<file path="src/rtl/rgb_pkg.sv">
// -----------------------------------------------------------------------------
// rgb_pkg
// Definitions shared by the RGB PWM transmit path (LED driver) and the receive
// path (pwm_duty_decoder), so both ends agree on the PWM period and on the
// decoder state encoding.
//   pwm_state_t : decoder FSM states
//   pwm_period  : PWM period in clocks for intensity MSB index r (2^(r+1))
// -----------------------------------------------------------------------------
package rgb_pkg;

   typedef enum logic [1:0] {
      WAIT_EDGE = 2'd0,
      MEASURE   = 2'd1,
      STUCK     = 2'd2
   } pwm_state_t;

   function automatic int pwm_period(input int r);
      return 1 << (r + 1);
   endfunction

endpackage

</file>
<file path="src/rtl/pwm_sync_edge.sv">
// -----------------------------------------------------------------------------
// pwm_sync_edge
// Brings an asynchronous level into the clk domain through a 2-FF synchronizer
// and flags its rising edge. A third flop holds the previous synchronized
// level for the edge compare. Reusable for button-style inputs.
// Ports:
//   i_clk    : system clock, rising edge
//   i_rst_n  : asynchronous active-low reset, clears all three flops
//   i_async  : asynchronous input level
//   o_level  : synchronized level (second synchronizer stage)
//   o_rise   : high for one cycle after the synchronized level goes 0 -> 1
// -----------------------------------------------------------------------------
module pwm_sync_edge (
   input  logic i_clk,
   input  logic i_rst_n,
   input  logic i_async,
   output logic o_level,
   output logic o_rise
);

   logic r_s1;
   logic r_s2;
   logic r_s3;

   always_ff @(posedge i_clk or negedge i_rst_n) begin
      if (!i_rst_n) begin
         r_s1 <= 1'b0;
         r_s2 <= 1'b0;
         r_s3 <= 1'b0;
      end else begin
         r_s1 <= i_async;
         r_s2 <= r_s1;
         r_s3 <= r_s2;
      end
   end

   assign o_level = r_s2;
   assign o_rise  = r_s2 & ~r_s3;

endmodule

</file>
<file path="src/rtl/pwm_duty_decoder.sv">
// -----------------------------------------------------------------------------
// pwm_duty_decoder
// Recovers the programmed intensity from a PWM waveform of the RGB driver
// format. Measures the high time and the rising-edge-to-rising-edge period;
// a period of exactly PERIOD clocks yields a decoded duty value, any other
// period is reported as an error. No rising edge for TIMEOUT_MULT*PERIOD
// clocks declares the input stuck and reports 0 or full scale from its level.
// Parameters:
//   R            : intensity MSB index, duty is R+1 bits, PERIOD = 2^(R+1)
//   TIMEOUT_MULT : periods without a rising edge before declaring stuck
//                  (TIMEOUT_MULT*PERIOD must not exceed 2^(R+2), the counter
//                  range)
// Ports:
//   clk        : system clock, rising edge
//   reset      : asynchronous active-low reset, clears every register
//   pwm_in     : PWM waveform, asynchronous to clk
//   duty_out   : last decoded duty (high-cycle count)
//   duty_valid : one-cycle pulse when duty_out updates
//   period_err : one-cycle pulse when a measured period differs from PERIOD
//   stuck      : high while no rising edge has been seen for the timeout
// -----------------------------------------------------------------------------
module pwm_duty_decoder
   import rgb_pkg::*;
#(
   parameter int R            = 8,
   parameter int TIMEOUT_MULT = 2
) (
   input  logic       clk,
   input  logic       reset,
   input  logic       pwm_in,
   output logic [R:0] duty_out,
   output logic       duty_valid,
   output logic       period_err,
   output logic       stuck
);

   localparam int CNT_W   = R + 2;
   localparam int PERIOD  = pwm_period(R);
   localparam int TIMEOUT = TIMEOUT_MULT * PERIOD;

   localparam logic [CNT_W-1:0] C_ONE     = CNT_W'(1);
   localparam logic [CNT_W-1:0] C_PERIOD  = CNT_W'(PERIOD);
   // The counter would reach TIMEOUT on the coming edge when it holds
   // TIMEOUT-1 now; comparing against TIMEOUT-1 keeps the compare inside the
   // counter range even when TIMEOUT equals 2^CNT_W.
   localparam logic [CNT_W-1:0] C_TO_LAST = CNT_W'(TIMEOUT - 1);

   // Counters stop at all-ones instead of wrapping, so a long stuck level
   // can never alias back to a plausible period.
   function automatic logic [CNT_W-1:0] sat_inc(input logic [CNT_W-1:0] v);
      if (&v) begin
         return v;
      end
      return v + C_ONE;
   endfunction

   logic w_level;
   logic w_rise;

   pwm_state_t       r_state;
   pwm_state_t       w_state_nxt;
   logic [CNT_W-1:0] r_period_cnt;
   logic [CNT_W-1:0] w_period_nxt;
   logic [CNT_W-1:0] r_high_cnt;
   logic [CNT_W-1:0] w_high_nxt;
   logic [CNT_W-1:0] w_period_inc;
   logic [CNT_W-1:0] w_high_inc;
   logic [R:0]       r_duty;
   logic [R:0]       w_duty_nxt;
   logic             r_vld;
   logic             w_vld_nxt;
   logic             r_err;
   logic             w_err_nxt;

   pwm_sync_edge u_sync (
      .i_clk   (clk),
      .i_rst_n (reset),
      .i_async (pwm_in),
      .o_level (w_level),
      .o_rise  (w_rise)
   );

   assign w_period_inc = sat_inc(r_period_cnt);
   assign w_high_inc   = w_level ? sat_inc(r_high_cnt) : r_high_cnt;

   always_comb begin
      w_state_nxt  = r_state;
      w_period_nxt = r_period_cnt;
      w_high_nxt   = r_high_cnt;
      w_duty_nxt   = r_duty;
      w_vld_nxt    = 1'b0;
      w_err_nxt    = 1'b0;

      case (r_state)
         WAIT_EDGE: begin
            // No reference edge yet, so nothing is measured.
            w_period_nxt = '0;
            w_high_nxt   = '0;
            if (w_rise) begin
               w_state_nxt  = MEASURE;
               w_period_nxt = C_ONE;
               w_high_nxt   = C_ONE;
            end
         end

         MEASURE: begin
            if (w_rise) begin
               // A rise closes the running period and opens the next one;
               // the rise cycle itself is high, so both counters restart at 1.
               if (r_period_cnt == C_PERIOD) begin
                  w_duty_nxt = r_high_cnt[R:0];
                  w_vld_nxt  = 1'b1;
               end else begin
                  w_err_nxt  = 1'b1;
               end
               w_period_nxt = C_ONE;
               w_high_nxt   = C_ONE;
            end else begin
               w_period_nxt = w_period_inc;
               w_high_nxt   = w_high_inc;
               if (r_period_cnt == C_TO_LAST) begin
                  // Input frozen: report 0 or full scale from its level.
                  w_state_nxt = STUCK;
                  w_duty_nxt  = {(R+1){w_level}};
                  w_vld_nxt   = 1'b1;
               end
            end
         end

         STUCK: begin
            if (w_rise) begin
               // Treated like the first edge after reset: no complete period
               // exists yet, so no result is produced here.
               w_state_nxt  = MEASURE;
               w_period_nxt = C_ONE;
               w_high_nxt   = C_ONE;
            end else begin
               w_period_nxt = w_period_inc;
               w_high_nxt   = w_high_inc;
            end
         end

         default: begin
            w_state_nxt  = WAIT_EDGE;
            w_period_nxt = '0;
            w_high_nxt   = '0;
         end
      endcase
   end

   always_ff @(posedge clk or negedge reset) begin
      if (!reset) begin
         r_state      <= WAIT_EDGE;
         r_period_cnt <= '0;
         r_high_cnt   <= '0;
         r_duty       <= '0;
         r_vld        <= 1'b0;
         r_err        <= 1'b0;
      end else begin
         r_state      <= w_state_nxt;
         r_period_cnt <= w_period_nxt;
         r_high_cnt   <= w_high_nxt;
         r_duty       <= w_duty_nxt;
         r_vld        <= w_vld_nxt;
         r_err        <= w_err_nxt;
      end
   end

   assign duty_out   = r_duty;
   assign duty_valid = r_vld;
   assign period_err = r_err;
   assign stuck      = (r_state == STUCK);

endmodule

</file>
<file path="config.mk">
export PLATFORM = sky130hd
export DESIGN_NAME = pwm_duty_decoder
export DESIGN_NICKNAME = d
export VERILOG_FILES = /design/src/rtl/rgb_pkg.sv /design/src/rtl/pwm_sync_edge.sv /design/src/rtl/pwm_duty_decoder.sv
export SDC_FILE = /design/constraint.sdc
export NUM_CORES = 1
export LEC_CHECK = 0
export ABC_AREA = 1
export BUFFER_PORTS_ARGS = -buffer_cell sky130_fd_sc_hd__buf_2
export CAP_MARGIN = 20
export CORE_MARGIN = 4
export CORE_UTILIZATION = 40
export DETAILED_ROUTE_END_ITERATION = 6
export SYNTH_ARGS = -nofsm -noshare
export SYNTH_HDL_FRONTEND = slang
export SYNTH_SLANG_ARGS = --single-unit
</file>
<file path="constraint.sdc">
create_clock -name clk -period 5.11 [get_ports clk]
set_clock_uncertainty 0.2 [all_clocks]
set_input_delay 1.022 -clock clk [delete_from_list [all_inputs] [get_ports clk]]
set_output_delay 1.022 -clock clk [all_outputs]
set_load 0.05 [all_outputs]
</file>
## Yosys cells after proc, flatten, opt, wreduce, memory -nomap -nowiden

Cells that the tools add are included.

- Word-level logic and storage cells: 57
- Flip-flop bits (word level): 36
- Input bits: 3
- Output and inout bits: 12

- Eq/ne operators: 11
- Bitwise gates (word level): 2
- Reduce and logical (&&, ||, !) cells: 9
- $add $sub $neg: 2
- Muxes and demuxes: 24

Operators by type and width:

| operator | count |
|---|---|
| $mux W10 | 5 |
| $pmux W10 S2 | 2 |
| $mux W9 | 3 |
| $add A10 B1 Y10 const B | 2 |
| $eq A10 B10 Y1 const B | 2 |
| $reduce_and A10 Y1 | 2 |
| $mux W1 | 10 |
| $ne A4 B3 Y1 const B | 2 |
| $mux W2 | 3 |
| $ne A2 B2 Y1 const B | 3 |
| $reduce_and A3 Y1 | 2 |
| $pmux W2 S2 | 1 |
| $reduce_or A2 Y1 | 2 |
| $ne A3 B1 Y1 const B | 1 |
| $eq A2 B1 Y1 const B | 1 |
| $eq A2 B2 Y1 const B | 1 |
| $logic_not A2 Y1 | 1 |
| $ne A2 B1 Y1 const B | 1 |
| $reduce_and A2 Y1 | 1 |
| $reduce_bool A2 Y1 | 1 |
| $and A1 B1 Y1 | 1 |
| $not A1 Y1 | 1 |

## Depth between registers and ports, before layout

- Depth after elaboration: 6
- Gate-level depth with buffers: 10
- Depth with buffers taken out: 10

## By module

From an unflattened synthesis, not the netlist that was laid out.

- Cell total of the unflattened synthesis: 268
- Area, all modules: 2,160.8 um^2

Modules (own cells, without submodules):

| module | area each (um^2) | seq. area each (um^2) | times used | cells each |
|---|---|---|---|---|
| pwm_duty_decoder | 2,075.7 | 825.8 | 1 | 263 |
| pwm_sync_edge | 85.1 | 75.1 | 1 | 5 |

## Worst setup path after synthesis

Ideal clock, no wire load.

- Kind: reg-to-output
- Start: register r_state[0]
- End: output port stuck
- Path buffers: 0
- Arrival: 0.944 ns
- Path slack: 2.944 ns
- Data required time: 3.888 ns
- Cell stages (with the launch flop): 3
- Cell sequence: dfrtp_1 -> inv_1 -> ha_1

- Word-level cells in the longest chain between the ends: 1

RTL lines:

| what | line | text |
|---|---|---|
| start: declaration | pwm_duty_decoder.sv:60 | `pwm_state_t r_state;` |
| start signal: assignment | pwm_duty_decoder.sv:160 | `r_state <= w_state_nxt;` |
| $eq A2 B2 Y1 | pwm_duty_decoder.sv:172 | `assign stuck = (r_state == STUCK);` |
| end: declaration | pwm_duty_decoder.sv:34 | `output logic stuck` |

No other way between the ends.

## Worst setup path in the final report

Same ends and word-level chain as after synthesis.

==> report_table.html <==
<table>
<tr><th>Metric</th><th>Value</th></tr>
<tr><th colspan="2">Status</th></tr>
<tr><td>Run status</td><td>complete, no violations</td></tr>
<tr><th colspan="2">Critical path</th></tr>
<tr><td>Critical register-to-register path startpoint</td><td>r_state[0]</td></tr>
<tr><td>Total stage count of the critical path</td><td>3</td></tr>
<tr><td>Master of the slowest instance on the critical path</td><td>sky130_fd_sc_hd__dfrtp_1</td></tr>
<tr><td>Crit. End Element</td><td>output pin</td></tr>
<tr><td>Length in cells of the worst reg-to-reg path</td><td>7</td></tr>
<tr><td>Termination of the worst setup path</td><td>stuck</td></tr>
<tr><td>Minimum setup slack among reg-to-reg paths</td><td>3.04 ns</td></tr>
<tr><td>Critical Path RT</td><td>3.89 ns</td></tr>
<tr><td>Critical Path AT</td><td>1.26 ns</td></tr>
<tr><td>Cells traversed along the worst timing path</td><td>inv_1 &gt; ha_1 &gt; buf_2</td></tr>
<tr><td>Launching instance or port of the critical path</td><td>r_state[0]</td></tr>
<tr><td>Maximum fanout along the worst path</td><td>4</td></tr>
<tr><td>Endpoint of the most critical register-to-register path</td><td>r_period_cnt[0]</td></tr>
<tr><td>Startpoint type of the worst setup path</td><td>flop</td></tr>
<tr><td>Top delay family on crit path</td><td>flip-flops</td></tr>
<tr><td>Delay of the slowest cell on the worst path</td><td>0.42 ns</td></tr>
<tr><td>Start-to-end type of the worst setup path</td><td>reg -&gt; out</td></tr>
<tr><td>Combined buffer and inverter count along the critical path</td><td>2</td></tr>
<tr><th colspan="2">Power and ir drop</th></tr>
<tr><td>Max IR drop VDD</td><td>0.321 mV</td></tr>
<tr><td>Total power divided by cell area</td><td>512 nW/um2</td></tr>
<tr><td>Leakage dissipation</td><td>1.18 nW</td></tr>
<tr><th colspan="2">Cells and area</th></tr>
<tr><td>Commonest non-fill, non-tap cell in the layout</td><td>sky130_fd_sc_hd__nand2_1</td></tr>
<tr><td>Share of cells above drive strength 1</td><td>0.130</td></tr>
<tr><td>Cell Count, Final, Fillers Out</td><td>352</td></tr>
<tr><td>Layout Nets</td><td>294</td></tr>
<tr><td>Commonest non-fill, non-tap cells in the layout</td><td>73 x sky130_fd_sc_hd__nand2_1, 36 x sky130_fd_sc_hd__dfrtp_1, 30 x sky130_fd_sc_hd__inv_1, 30 x sky130_fd_sc_hd__nor2_1, 21 x sky130_fd_sc_hd__a21oi_1</td></tr>
<tr><td>Relative area change from synthesis to final layout</td><td>11.7%</td></tr>
<tr><td>Final non-filler cell area</td><td>2300 um2</td></tr>
<tr><td>Number of diodes added for antenna fixing</td><td>0</td></tr>
<tr><td># fillers</td><td>483</td></tr>
<tr><td>Area of combinational cells with multiple inputs</td><td>997 um2</td></tr>
<tr><td>Area occupied by registers</td><td>901 um2</td></tr>
<tr><th colspan="2">STA</th></tr>
<tr><td>Total count of hold-check failures in the final report</td><td>0</td></tr>
<tr><td>Final worst-path setup slack</td><td>2.63 ns</td></tr>
<tr><td>Final critical delay including setup and external delays</td><td>2.48 ns</td></tr>
<tr><td>Worst-margin pin slew</td><td>0.804 ns</td></tr>
<tr><td>Aggregate negative setup slack</td><td>0 ns</td></tr>
<tr><td>Final setup violation count</td><td>0</td></tr>
<tr><td>Worst slew margin relative to its limit</td><td>0.464</td></tr>
<tr><td>Top achievable clock speed</td><td>403 MHz</td></tr>
<tr><td>Setup repair after global routing missed its margin</td><td>no</td></tr>
<tr><td>Max-slew violation count</td><td>0</td></tr>
<tr><td>Share of the clock period used by the worst path</td><td>0.485</td></tr>
<tr><th colspan="2">Hold path</th></tr>
<tr><td>Hold path startpoint</td><td>u_sync.r_s1</td></tr>
<tr><td>Hold/Removal Path Class</td><td>reg -&gt; reg</td></tr>
<tr><th colspan="2">Floorplan</th></tr>
<tr><td>Die width</td><td>79.7 um</td></tr>
<tr><td>Core ar.</td><td>4850 um2</td></tr>
<tr><td>Die Area</td><td>6350 um2</td></tr>
<tr><td>Row count</td><td>25</td></tr>
<tr><td>Starting Density</td><td>0.424</td></tr>
<tr><td>Height of the die</td><td>79.7 um</td></tr>
<tr><td>Top-level port count</td><td>15</td></tr>
<tr><th colspan="2">Routing</th></tr>
<tr><td>Wire length after detailed routing</td><td>4230 um</td></tr>
<tr><td>Detailed Route Iter0 Violations</td><td>92</td></tr>
<tr><td>Routed Antenna Nets</td><td>0</td></tr>
<tr><td>Via count of the routed design</td><td>1724</td></tr>
<tr><td>DRC violation count after routing</td><td>0</td></tr>
<tr><td>WL per Instance</td><td>12.0 um</td></tr>
<tr><td>Detail-routed via count per cell</td><td>4.90</td></tr>
<tr><td>Pre-antenna DRT Iters</td><td>4</td></tr>
<tr><th colspan="2">Place</th></tr>
<tr><td>Number of buffer cells added on primary ports</td><td>14</td></tr>
<tr><td>Number of cells in the design after placement</td><td>344</td></tr>
<tr><td>DP HPWL</td><td>3140 um</td></tr>
<tr><td>Post-place instance area</td><td>2170 um2</td></tr>
<tr><td>Minimum setup slack after placement</td><td>2.95 ns</td></tr>
<tr><td>GPL Wtd Cong</td><td>0.898</td></tr>
<tr><th colspan="2">Clock tree</th></tr>
<tr><td>Clock Latency Late Sink</td><td>0.29 ns</td></tr>
<tr><td>Clock transition at the registers of the reported paths</td><td>0.07 ns</td></tr>
<tr><td>Number of post-CTS setup repair buffers</td><td>0</td></tr>
<tr><td>Root cell of the clock tree</td><td>sky130_fd_sc_hd__clkbuf_8</td></tr>
<tr><td>Buffer depth of the longest clock path</td><td>2</td></tr>
<tr><td>CTS HTree Levels</td><td>2</td></tr>
<tr><td>Clk sinks</td><td>36</td></tr>
<tr><td>PostCTS Resize Cnt</td><td>0</td></tr>
<tr><td>Hold buffer count at cts</td><td>0</td></tr>
<tr><td>Clock tree from TritonCTS</td><td>done</td></tr>
<tr><td>Number of buffers created by CTS</td><td>5</td></tr>
<tr><th colspan="2">Yosys</th></tr>
<tr><td>Largest area contributor in the netlist</td><td>sky130_fd_sc_hd__dfrtp_1</td></tr>
<tr><td>Synth cell types</td><td>29</td></tr>
<tr><td>Register bit total from synthesis</td><td>36</td></tr>
<tr><td>Synthesized area per cell</td><td>7.68 um2</td></tr>
<tr><td>Sequential-to-total area share from yosys stat</td><td>0.438</td></tr>
<tr><td>Syn nets</td><td>278</td></tr>
<tr><td>Post-synth design cell area</td><td>2060 um2</td></tr>
<tr><td>Number of warnings printed during yosys synthesis</td><td>0</td></tr>
<tr><td>Portion of synthesized cell area occupied by the leading cell type</td><td>0.438</td></tr>
<tr><td>Number of instances in the synthesized netlist</td><td>268</td></tr>
<tr><td>Synth top area cells</td><td>sky130_fd_sc_hd__dfrtp_1 44%, sky130_fd_sc_hd__nand2_1 13%, sky130_fd_sc_hd__inv_1 5.5%</td></tr>
<tr><th colspan="2">GRT</th></tr>
<tr><td>Global-route wire length before repair</td><td>7160 um</td></tr>
<tr><td>Aggregate global routing overflow</td><td>0</td></tr>
<tr><td>Total global routing track utilization</td><td>0.147</td></tr>
<tr><td>Number of antenna violations at the first check in global routing</td><td>0</td></tr>
<tr><td>Largest net degree at the start of global routing</td><td>37</td></tr>
<tr><td>Number of global-route vias before repair</td><td>1478</td></tr>
<tr><th colspan="2">Run</th></tr>
<tr><td>Max-cap check violation count</td><td>0</td></tr>
</table>
==> Yosys cell counts, drive strengths merged <==
cell type,number
clkinv,1
nand4,14
dfrtp,36
a22oi,1
nor3,2
xnor2,1
nand2,77
buf,3
clkbuf,2
xor2,1
a21boi,1
nor2,35
o21ai,11
ha,7
nand3,23
a21oi,21
nor4,1
inv,31
==> cell type report <==
cell class / instances / share of cell area
repair buffers: 14 / 0.0305
well taps: 67 / 0.0365
multi-input cells: 195 / 0.434
flip-flops and latches: 36 / 0.392
clock buffers: 7 / 0.0419
inverters: 32 / 0.0523
clock inverters: 1 / 0.0131
==> how the worst min path moves through the flow <==
| stage | endpoint | slack, ns | cells past startpoint |
|---|---|---|---|
| 6_report | u_sync.o_level | 0.16 | 0 |
| 5_1_grt | u_sync.o_level | 0.17 | 0 |
| 4_1_cts | u_sync.o_level | 0.16 | 0 |
| 3_5_place_dp | u_sync.o_level | 0.14 | 0 |
| 3_3_place_gp | u_sync.o_level | 0.14 | 0 |
| 2_1_floorplan | u_sync.o_level | 0.13 | 0 |
==> metrics by stage <==
| step | power [mW] | hold WS, ns | util |
|---|---|---|---|
| 6_report | 1.18 | 0.158 | 0.474 |
| 2_1_floorplan | 0.800 | 0.131 | - |
| 4_1_cts | 1.19 | 0.158 | 0.474 |
| 5_1_grt | 1.26 | 0.172 | 0.474 |
| 3_3_place_gp | 0.913 | 0.141 | 0.448 |
| 3_5_place_dp | 0.909 | 0.141 | 0.448 |
==> sequential cells by signal (all words and copies together), names as in the netlist <==
name,flops
duty_out,9
duty_valid,1
period_err,1
r_high_cnt,10
r_period_cnt,10
r_state,2
u_sync.o_level,1
u_sync.r_s1,1
u_sync.r_s3,1
==> per-layer routing <==
metal	GRT usage	vias to the layer above	part of all wire
met5	0	-	0
met4	0.0619	0	0.0083
met3	0.0384	2	0.043
met2	0.205	33	0.43
met1	0.213	788	0.52
li1	-	901	-
==> power by group <==
| part | internal, mW | switching [mW] | leakage (nW) | total, mW |
|---|---|---|---|---|
| clock | 0.172 | 0.102 | 0.0645 | 0.274 |
| combinational | 0.136 | 0.378 | 0.632 | 0.514 |
| sequential | 0.345 | 0.0431 | 0.480 | 0.388 |
==> logic make-up after synthesis <==
| family | Yosys count | share of synthesized area |
|---|---|---|
| AO/OA/AOI/OAI | 34 | 0.0870 |
| XOR/XNOR | 2 | 0.00852 |
| adder cells (fa/ha/maj) | 7 | 0.0426 |
| buffers and inverters | 37 | 0.0772 |
| flip-flops | 36 | 0.438 |
| AND/OR/NAND/NOR | 152 | 0.347 |
(Power assumes the default switching activity.)
